[src/rtl/pipelined_cla_adder_pkg.sv]
// Shared ALU operation encodings and the operand/carry conditioning used by
// the pipelined lookahead adder and the ALU decode.
package pipelined_cla_adder_pkg;

  localparam logic [1:0] OP_ADD = 2'b00;
  localparam logic [1:0] OP_ADC = 2'b01;
  localparam logic [1:0] OP_SUB = 2'b10;
  localparam logic [1:0] OP_SBB = 2'b11;

  // Subtract forms add the one's complement of b.
  function automatic logic op_invert_b(input logic [1:0] op);
    return op[1];
  endfunction

  function automatic logic op_carry_in(input logic [1:0] op, input logic cin);
    logic c;
    case (op)
      OP_ADD:  c = 1'b0;
      OP_ADC:  c = cin;
      OP_SUB:  c = 1'b1;
      OP_SBB:  c = cin;
      default: c = 1'b0;
    endcase
    return c;
  endfunction

endpackage

[src/rtl/pipelined_cla_adder_if.sv]
// Valid/ready operand and result bus for the pipelined lookahead adder.
interface pipelined_cla_adder_if #(parameter int WIDTH = 32);

  logic             in_valid;
  logic             in_ready;
  logic [WIDTH-1:0] a;
  logic [WIDTH-1:0] b;
  logic             cin;
  logic [1:0]       op;
  logic             out_valid;
  logic             out_ready;
  logic [WIDTH-1:0] sum;
  logic             cout;
  logic             ovf;
  logic             zero;

  modport master (
    output in_valid, a, b, cin, op, out_ready,
    input  in_ready, out_valid, sum, cout, ovf, zero
  );

  modport slave (
    input  in_valid, a, b, cin, op, out_ready,
    output in_ready, out_valid, sum, cout, ovf, zero
  );

endinterface

[src/rtl/pipelined_cla_adder_cla_slice.sv]
// Combinational SLICE-bit carry-lookahead adder: every carry is a flat
// sum-of-products of generate/propagate terms and the slice carry-in.
module cla_slice #(
  parameter int SLICE = 8
) (
  input  logic [SLICE-1:0] a,
  input  logic [SLICE-1:0] b,
  input  logic             cin,
  output logic [SLICE-1:0] sum,
  output logic             cout
);

  logic [SLICE-1:0] p;
  logic [SLICE-1:0] g;
  logic [SLICE:0]   c;
  logic             term;
  logic             prop;

  assign p = a ^ b;
  assign g = a & b;

  // c[i+1] = g[i] | p[i]g[i-1] | ... | p[i..0]cin
  always_comb begin
    c    = '0;
    term = 1'b0;
    prop = 1'b0;
    c[0] = cin;
    for (int i = 0; i < SLICE; i++) begin
      term = g[i];
      prop = p[i];
      for (int j = i - 1; j >= 0; j--) begin
        term = term | (prop & g[j]);
        prop = prop & p[j];
      end
      c[i+1] = term | (prop & cin);
    end
  end

  assign sum  = p ^ c[SLICE-1:0];
  assign cout = c[SLICE];

endmodule

[src/rtl/pipelined_cla_adder.sv]
// Pipelined adder/subtractor: one SLICE-bit lookahead slice per stage with the
// carry registered between stages; a single global advance gates every stage.
module pipelined_cla_adder
  import pipelined_cla_adder_pkg::*;
#(
  parameter int WIDTH = 32,
  parameter int SLICE = 8
) (
  input  logic                  clk,
  input  logic                  rst_n,
  pipelined_cla_adder_if.slave  bus
);

  localparam int NSTAGE = WIDTH / SLICE;
  localparam int LAST   = NSTAGE - 1;

  generate
    if (SLICE < 1 || WIDTH < SLICE || (WIDTH % SLICE) != 0) begin : g_bad_cfg
      $error("pipelined_cla_adder: WIDTH must be a non-zero multiple of SLICE");
    end
  endgenerate

  logic             advance;
  logic [WIDTH-1:0] b_in;
  logic             c_in;

  logic             vld_q   [NSTAGE];
  logic             vld_d   [NSTAGE];
  logic [WIDTH-1:0] a_q     [NSTAGE];
  logic [WIDTH-1:0] a_d     [NSTAGE];
  logic [WIDTH-1:0] b_q     [NSTAGE];
  logic [WIDTH-1:0] b_d     [NSTAGE];
  logic [WIDTH-1:0] sum_q   [NSTAGE];
  logic [WIDTH-1:0] sum_d   [NSTAGE];
  logic             carry_q [NSTAGE];
  logic             carry_d [NSTAGE];
  logic             ovf_q, ovf_d;
  logic             zero_q, zero_d;

  logic [SLICE-1:0] sl_a    [NSTAGE];
  logic [SLICE-1:0] sl_b    [NSTAGE];
  logic [SLICE-1:0] sl_sum  [NSTAGE];
  logic             sl_cin  [NSTAGE];
  logic             sl_cout [NSTAGE];

  assign advance      = !vld_q[LAST] || bus.out_ready;
  assign bus.in_ready = advance;

  assign b_in = op_invert_b(bus.op) ? ~bus.b : bus.b;
  assign c_in = op_carry_in(bus.op, bus.cin);

  // Stage 0 adds straight from the bus; later stages take the skewed operands.
  always_comb begin : slice_inputs
    sl_a[0]   = bus.a[SLICE-1:0];
    sl_b[0]   = b_in[SLICE-1:0];
    sl_cin[0] = c_in;
    for (int k = 1; k < NSTAGE; k++) begin
      sl_a[k]   = a_q[k-1][k*SLICE +: SLICE];
      sl_b[k]   = b_q[k-1][k*SLICE +: SLICE];
      sl_cin[k] = carry_q[k-1];
    end
  end

  generate
    for (genvar k = 0; k < NSTAGE; k++) begin : g_stage
      cla_slice #(.SLICE(SLICE)) u_slice (
        .a    (sl_a[k]),
        .b    (sl_b[k]),
        .cin  (sl_cin[k]),
        .sum  (sl_sum[k]),
        .cout (sl_cout[k])
      );
    end
  endgenerate

  always_comb begin : stage_next
    vld_d[0]   = bus.in_valid;
    a_d[0]     = bus.a;
    b_d[0]     = b_in;
    sum_d[0]   = '0;
    sum_d[0][SLICE-1:0] = sl_sum[0];
    carry_d[0] = sl_cout[0];
    for (int k = 1; k < NSTAGE; k++) begin
      vld_d[k]   = vld_q[k-1];
      a_d[k]     = a_q[k-1];
      b_d[k]     = b_q[k-1];
      sum_d[k]   = sum_q[k-1];
      sum_d[k][k*SLICE +: SLICE] = sl_sum[k];
      carry_d[k] = sl_cout[k];
    end
    // Flags are formed as the last slice completes so they register with sum.
    ovf_d  = (a_d[LAST][WIDTH-1] == b_d[LAST][WIDTH-1]) &&
             (sum_d[LAST][WIDTH-1] != a_d[LAST][WIDTH-1]);
    zero_d = (sum_d[LAST] == '0);
  end

  always_ff @(posedge clk or negedge rst_n) begin
    if (!rst_n) begin
      for (int k = 0; k < NSTAGE; k++) begin
        vld_q[k]   <= 1'b0;
        a_q[k]     <= '0;
        b_q[k]     <= '0;
        sum_q[k]   <= '0;
        carry_q[k] <= 1'b0;
      end
      ovf_q  <= 1'b0;
      zero_q <= 1'b0;
    end else if (advance) begin
      for (int k = 0; k < NSTAGE; k++) begin
        vld_q[k]   <= vld_d[k];
        a_q[k]     <= a_d[k];
        b_q[k]     <= b_d[k];
        sum_q[k]   <= sum_d[k];
        carry_q[k] <= carry_d[k];
      end
      ovf_q  <= ovf_d;
      zero_q <= zero_d;
    end
  end

  assign bus.out_valid = vld_q[LAST];
  assign bus.sum       = sum_q[LAST];
  assign bus.cout      = carry_q[LAST];
  assign bus.ovf       = ovf_q;
  assign bus.zero      = zero_q;

endmodule
[src/flat_wrapper.sv]
// flat-port wrapper written by rule: the top's interface ports become plain ports
module pipelined_cla_adder_flat import pipelined_cla_adder_pkg::*;
#(
  parameter int WIDTH = 32,
  parameter int SLICE = 8
)
  (clk, rst_n, bus_in_valid, bus_a, bus_b, bus_cin, bus_op, bus_out_ready, bus_in_ready, bus_out_valid, bus_sum, bus_cout, bus_ovf, bus_zero);
  pipelined_cla_adder_if #(.WIDTH(WIDTH)) bus_i ();
  input  logic clk;
  input  logic rst_n;
  input wire logic [$bits(bus_i.in_valid)-1:0] bus_in_valid;
  input wire logic [$bits(bus_i.a)-1:0] bus_a;
  input wire logic [$bits(bus_i.b)-1:0] bus_b;
  input wire logic [$bits(bus_i.cin)-1:0] bus_cin;
  input wire logic [$bits(bus_i.op)-1:0] bus_op;
  input wire logic [$bits(bus_i.out_ready)-1:0] bus_out_ready;
  output wire logic [$bits(bus_i.in_ready)-1:0] bus_in_ready;
  output wire logic [$bits(bus_i.out_valid)-1:0] bus_out_valid;
  output wire logic [$bits(bus_i.sum)-1:0] bus_sum;
  output wire logic [$bits(bus_i.cout)-1:0] bus_cout;
  output wire logic [$bits(bus_i.ovf)-1:0] bus_ovf;
  output wire logic [$bits(bus_i.zero)-1:0] bus_zero;
  assign bus_i.in_valid = bus_in_valid;
  assign bus_i.a = bus_a;
  assign bus_i.b = bus_b;
  assign bus_i.cin = bus_cin;
  assign bus_i.op = bus_op;
  assign bus_i.out_ready = bus_out_ready;
  assign bus_in_ready = bus_i.in_ready;
  assign bus_out_valid = bus_i.out_valid;
  assign bus_sum = bus_i.sum;
  assign bus_cout = bus_i.cout;
  assign bus_ovf = bus_i.ovf;
  assign bus_zero = bus_i.zero;
  pipelined_cla_adder #(.WIDTH(WIDTH), .SLICE(SLICE)) u_core (.clk(clk), .rst_n(rst_n), .bus(bus_i));
endmodule
[config.mk]
export PLATFORM = sky130hd
export DESIGN_NAME = pipelined_cla_adder_flat
export DESIGN_NICKNAME = d
export VERILOG_FILES = /design/src/rtl/pipelined_cla_adder_pkg.sv /design/src/rtl/pipelined_cla_adder_if.sv /design/src/rtl/pipelined_cla_adder_cla_slice.sv /design/src/rtl/pipelined_cla_adder.sv /design/src/flat_wrapper.sv
export SDC_FILE = /design/constraint.sdc
export NUM_CORES = 1
export LEC_CHECK = 0
export ABC_CLOCK_PERIOD_IN_PS = 2900
export CORE_MARGIN = 4
export CORE_UTILIZATION = 30
export CTS_CLUSTER_SIZE = 16
export DETAILED_ROUTE_END_ITERATION = 7
export REMOVE_ABC_BUFFERS = 1
export SETUP_SLACK_MARGIN = 0.02
export SYNTH_ARGS = -nofsm -noshare
export SYNTH_HDL_FRONTEND = slang
export SYNTH_SLANG_ARGS = --single-unit
[constraint.sdc]
create_clock -name clk -period 2.9 [get_ports clk]
set_clock_uncertainty 0.2 [all_clocks]
set_input_delay 0.58 -clock clk [delete_from_list [all_inputs] [get_ports clk]]
set_output_delay 0.58 -clock clk [all_outputs]
set_load 0.02 [all_outputs]
After elaboration in Yosys (flattened, before gate mapping) --
Cells that the tools add are included.
Word-level totals: logic and storage cells 446, flip-flop bits (word level) 282, output and inout bits 37, input port bits 71
Operators by class: muxes and demuxes 2, bitwise gates (word level) 413, equality and inequality tests 5, reductions and logical operators 6
Operators by type and width (count):
- bitwise AND 1 bit | 256
- bitwise OR 1 bit | 144
- XOR 8 bit | 8
- bitwise AND 8 bit | 4
- zero test 32 bit | 1
- 2-to-1 mux 32 bit | 1
- NOT 32 bit | 1
- equality test 2 bit (second input constant) | 2
- one-hot mux 1 bit (3 select lines) | 1
- equality test 2 x 1 -> 1 bit (second input constant) | 1
- zero test 2 bit | 1
- OR reduction 2 bit | 1
- equality test 1 bit | 1
- logical AND 1 bit | 1
- zero test 1 bit | 1
- logical OR 1 bit | 1
- != test 1 bit | 1

Logic depth before layout (Yosys ltp) --
depth in word-level cells 12, depth in mapped cells 10, depth with buffers taken out 8

Modules after synthesis --
A second synthesis with hierarchy kept.
Second synthesis, totals: cell total of the unflattened synthesis 961, area total of the unflattened synthesis 8702.1 um2
By module, submodules not included:
- pipelined_cla_adder | cells an instance 809, area each 7415.9 um2, times used 1, seq. area each 4654.5 um2
- cla_slice at u_core.g_stage[1].u_slice ... | cells an instance 37, area each 317.8 um2, times used 3, seq. area each 0.0 um2
- cla_slice at u_core.g_stage[0].u_slice | cells an instance 41, area each 332.8 um2, times used 1, seq. area each 0.0 um2

Worst setup path before layout --
OpenSTA, ideal clock, no wires.
kind in2reg, start input bus_op[1], end register u_core.carry_q[3] in the netlist's numbering, buffers on the path 2, setup slack 0.196 ns, library setup time 0.133 ns, stages 10, required time 2.567 ns, data arrival time 2.372 ns, cell sequence buf_6 > buf_2 > xor2_1 > ha_1 > a21oi_1 > o211ai_2 > a311oi_2 > o21bai_2 > a211oi_2 > a21oi_1
On the way: longest elaborated chain between the ends 11, elaborated cells between the ends (all ways) 32, classes of those cells eq/ne: 3; mux: 2; bitwise: 25; reduce/logical: 2
Ends and longest elaborated chain:
- from (decl) | line flat_wrapper.sv:15 | input wire logic [$bits(bus_i.op)-1:0] bus_op;
- 2-to-1 mux 32 bit | line pipelined_cla_adder.sv:49 | assign b_in = op_invert_b(bus.op) ? ~bus.b : bus.b;
- XOR 8 bit or bitwise AND 8 bit (tied branches) | line pipelined_cla_adder_cla_slice.sv:19, pipelined_cla_adder_cla_slice.sv:20
- bitwise AND 1 bit (on tied branches) | line pipelined_cla_adder_cla_slice.sv:32, pipelined_cla_adder_cla_slice.sv:33
- bitwise OR 1 bit (tied with other cells) (6 in a row) | line pipelined_cla_adder_cla_slice.sv:32 | term = term | (prop & g[j]);
- bitwise OR 1 bit or bitwise AND 1 bit (tied branches) | line pipelined_cla_adder_cla_slice.sv:32, pipelined_cla_adder_cla_slice.sv:35
- bitwise OR 1 bit (*) | line pipelined_cla_adder_cla_slice.sv:35 | c[i+1] = term | (prop & cin);
- to (signal, indexed assignment) | line pipelined_cla_adder.sv:114 | carry_q[k] <= carry_d[k];
- to (decl) | line pipelined_cla_adder.sv:35 | logic carry_q [NSTAGE];
Every way passes the cells marked *; elsewhere a longest branch is shown, timed or not. A chain may end at the register's enable or synchronous reset.

Worst setup path in the final report --
start input bus_out_ready, end output bus_in_ready
On the way: longest elaborated chain between the ends 1
Ends and longest elaborated chain:
- from (decl) | line flat_wrapper.sv:16 | input wire logic [$bits(bus_i.out_ready)-1:0] bus_out_ready;
- logical OR 1 bit | line pipelined_cla_adder.sv:46 | assign advance = !vld_q[LAST] || bus.out_ready;
- to (decl) | line flat_wrapper.sv:17 | output wire logic [$bits(bus_i.in_ready)-1:0] bus_in_ready;
No other way between the ends.

==> reports/qor.tcl <==
set qor(timing.max_slew.rel_slack_pct) 53.1
set qor(num-nets-final) 1114
set qor(timing_hold_violations_final) 0
set qor(clkSinkCount) 186
set qor(remaining_global_route_overflow) 0
set qor(syn-cell-area_um2) 8390
set qor(area_delta_synth_final_pct) 25.4
set qor(hpwlAfterDp_um) 11800
set qor(routed-via-count) 6037
set qor(antenna_found_initial) 0
set qor(syn_avg_cell_area_um2) 9.20
set qor(worst_hold_slack_ns) 0.264
set qor(min_period_ns) 2.66
set qor(deepest_clock_path_buffer_count) 2
set qor(detail-route-antenna-nets) 0
set qor(coreArea_um2) 27300
set qor(final_util_pct) 38.6
set qor(worst_hold_path.endpoint) {u_core.b_d[57]}
set qor(layout-drive-gt1-share_pct) 6.28
set qor(reg2reg_slack_ns) 0.62
set qor(ys_dominant_reg_cell) {dfrtp_1}
set qor(vdd.ir_drop.worst_mv) 0.391
set qor(n_fill_cell) 2746
set qor(max_clock_freq_mhz) 376
set qor(chipWidth_um) 175
set qor(maxSlewViolCount) 0
set qor(drt_drc_violations_left) 0
set qor(worst_pin_slew_ns) 0.704
set qor(post_drt_wl_per_cell_um) 12.6
set qor(final-seq-area_um2) 4650
set qor(p_leak_nw) 4.97
set qor(design_power_total_w) 0.0112
set qor(power_per_cell_area_nw_per_um2) 1070
set qor(worst_skew_late_latency_ns) 0.42
set qor(globalplace.congestion) 0.720
set qor(hold_path_class) {reg -> reg}
set qor(cts.root.buffer_cell) {clkbuf_16}
set qor(dp_worst_setup_slack_ns) -0.0795
set qor(worst-setup-path-type) {in -> out}
set qor(seq_area_frac_synth_pct) 55.5
set qor(post_cts_resize_count) 0
set qor(min-delay-start) {u_core.b_d[57]}
set qor(setup.worst_path.start_class) {primary input}
set qor(std_cell_rows) 60
set qor(post-route-worst-setup-slack_ns) 0.243
set qor(cp-end-kind) {output port}
set qor(cp-startpoint) {bus_out_ready}
set qor(count_of_flip_flops_with_a_built_in_enable_after_synthesis) 0
set qor(finalSetupViolCount) 0
set qor(critical_path.reg2reg.endpoint) {u_core.bus.sum[31]}
set qor(ctsHtreeMaxLevel) 4
set qor(drt_first_iter_violations) 397
set qor(crit_arrival_ns) 1.88
set qor(combined_area_of_the_multi_input_logic_cells_um2) 3490
set qor(grt_max_degree) 169
set qor(worstReg2RegStart) {u_core.b_d[24]}
set qor(grt_setup_unrepaired) {false}
set qor(maxCapViolations) 0
set qor(route.detailed.vias_per_inst) 4.34
set qor(synth_cells) 912
set qor(drt_pre_antenna_iters) 5
set qor(synth.lib_cells_used.distinct) 48
set qor(ys.warnings.count) 0
set qor(min_path_cells) 2
set qor(ys_ff_latch) 186
set qor(critPathRequiredTime_ns) 2.12
set qor(cts_tree) {yes}
set qor(clkSlewWorstSetupHoldPaths_ns) 0.06
set qor(grt_pass1_vias) 5891
set qor(starting_density_pct) 30.8
set qor(tritoncts.num_buffers) 17
set qor(die_height_um) 175
set qor(fp.dieArea_um2) 30700
set qor(aggregate_global_route_resource_usage_pct) 11.8
set qor(io-pin-count) 108
set qor(critical_path.max_fanout) 2
set qor(status) {complete, no violations}
set qor(wl_um) 17600
set qor(n_antenna_cell) 0
set qor(portBuffers) 107
set qor(cts_setup_buffers) 0
set qor(ff2ff_path_depth) 7
set qor(grt_pass1_wl_um) 29400
set qor(ys_async_sr_fraction_pct) 100
set qor(min_period_over_period_pct) 91.6
## area by class of cell
| class | instances | share of cell area, % |
|---|---|---|
| Clock buffer | 19 | 4.21 |
| Inverter | 18 | 0.690 |
| Clock inverter | 13 | 1.57 |
| Timing Repair Buffer | 119 | 11.6 |
| Sequential cell | 186 | 44.3 |
| Tap cell | 372 | 4.43 |
| Multi-Input combinational cell | 664 | 33.2 |
## logic make-up after synthesis
group / synth area share, %
AOI/OAI and AO/OA: 7.43
xor gates and xnor gates: 5.85
adders and majority gates: 5.88
buffers and inverters: 2.97
DFF: 55.5
muxes: 0.701
and+or+nand+nor: 21.7
## cells in the mapped netlist, types with 7 or more instances
library cell / count / area (µm²)
nand2_1: 409 / 1540
dfrtp_1: 186 / 4650
o21ai_0: 39 / 195
ha_1: 33 / 413
xnor2_1: 33 / 289
clkbuf_1: 30 / 113
nor2_1: 27 / 101
xor2_1: 23 / 201
a21oi_1: 22 / 110
inv_1: 17 / 63.8
nor3_1: 10 / 50.1
o21ai_1: 8 / 40.0
buf_2: 7 / 35.0
## routing by layer
layer	global-route usage (%)	vias up	routed length [µm]
met4	3.31	0	203
met1	15.9	2855	8430
li1	-	3097	-
met2	19.2	73	8450
met5	0	-	0
met3	2.53	12	490
## flip-flops by register name, indices dropped and copies added (netlist names)
register              flops
u_core.a_d               48
u_core.b_d               48
u_core.sum_d             48
u_core.bus.sum           32
u_core.carry_q            3
u_core.vld_d              3
u_core.bus.cout           1
u_core.bus.out_valid      1
u_core.bus.ovf            1
u_core.bus.zero           1
## critical path: stages
cell and delay [ns]:
clkdlybuf4s50_1 0.45, nor2b_4 0.23, inv_6 0.05, clkdlybuf4s50_1 0.57
## stage by stage
stage | TNS [ns] | instances | instance area (µm²)
after global placement | -0.0224 | 1358 | 9900
final | 0 | 1391 | 10500
after global routing | 0 | 1391 | 10500
after detailed placement | -0.0954 | 1358 | 9900
after CTS | 0 | 1391 | 10500
after floorplan | -1520.66 | 868 | 8210
## layout by cell type, fill, tap and decap left out, types with 5 or more instances in the layout
master,n
xor2_1,23
buf_4,6
xnor2_1,33
o21ai_1,8
dfrtp_1,186
nand2_1,409
nor2_1,27
clkbuf_16,17
a21oi_1,22
clkdlybuf4s50_1,105
o21ai_0,39
nor3_1,10
ha_1,33
inv_1,17
buf_12,5
## worst max path at each step
stage	end	slack, ns	cells past startpoint
2_1_floorplan	u_core.bus.sum[26]	-9.29	3
3_3_place_gp	u_core.carry_q[3]	-0.02	9
3_5_place_dp	u_core.carry_q[3]	-0.08	9
4_1_cts	bus_in_ready	0.19	4
5_1_grt	bus_in_ready	0.19	4
6_report	bus_in_ready	0.24	4
## timing repair
action,in CTS,in global routing
endpoints found under the hold margin,43,0
endpoints found under the setup margin,0,0
hold buffers,1,0
## power breakdown
| part | switching [W] | total [W] | internal, W |
|---|---|---|---|
| clock | 0.00102 | 0.00241 | 0.00139 |
| combinational | 0.00245 | 0.00436 | 0.00192 |
| sequential | 0.000668 | 0.00443 | 0.00376 |
| total | 0.00414 | 0.0112 | 0.00706 |
Power figures use the tool's default switching activity.
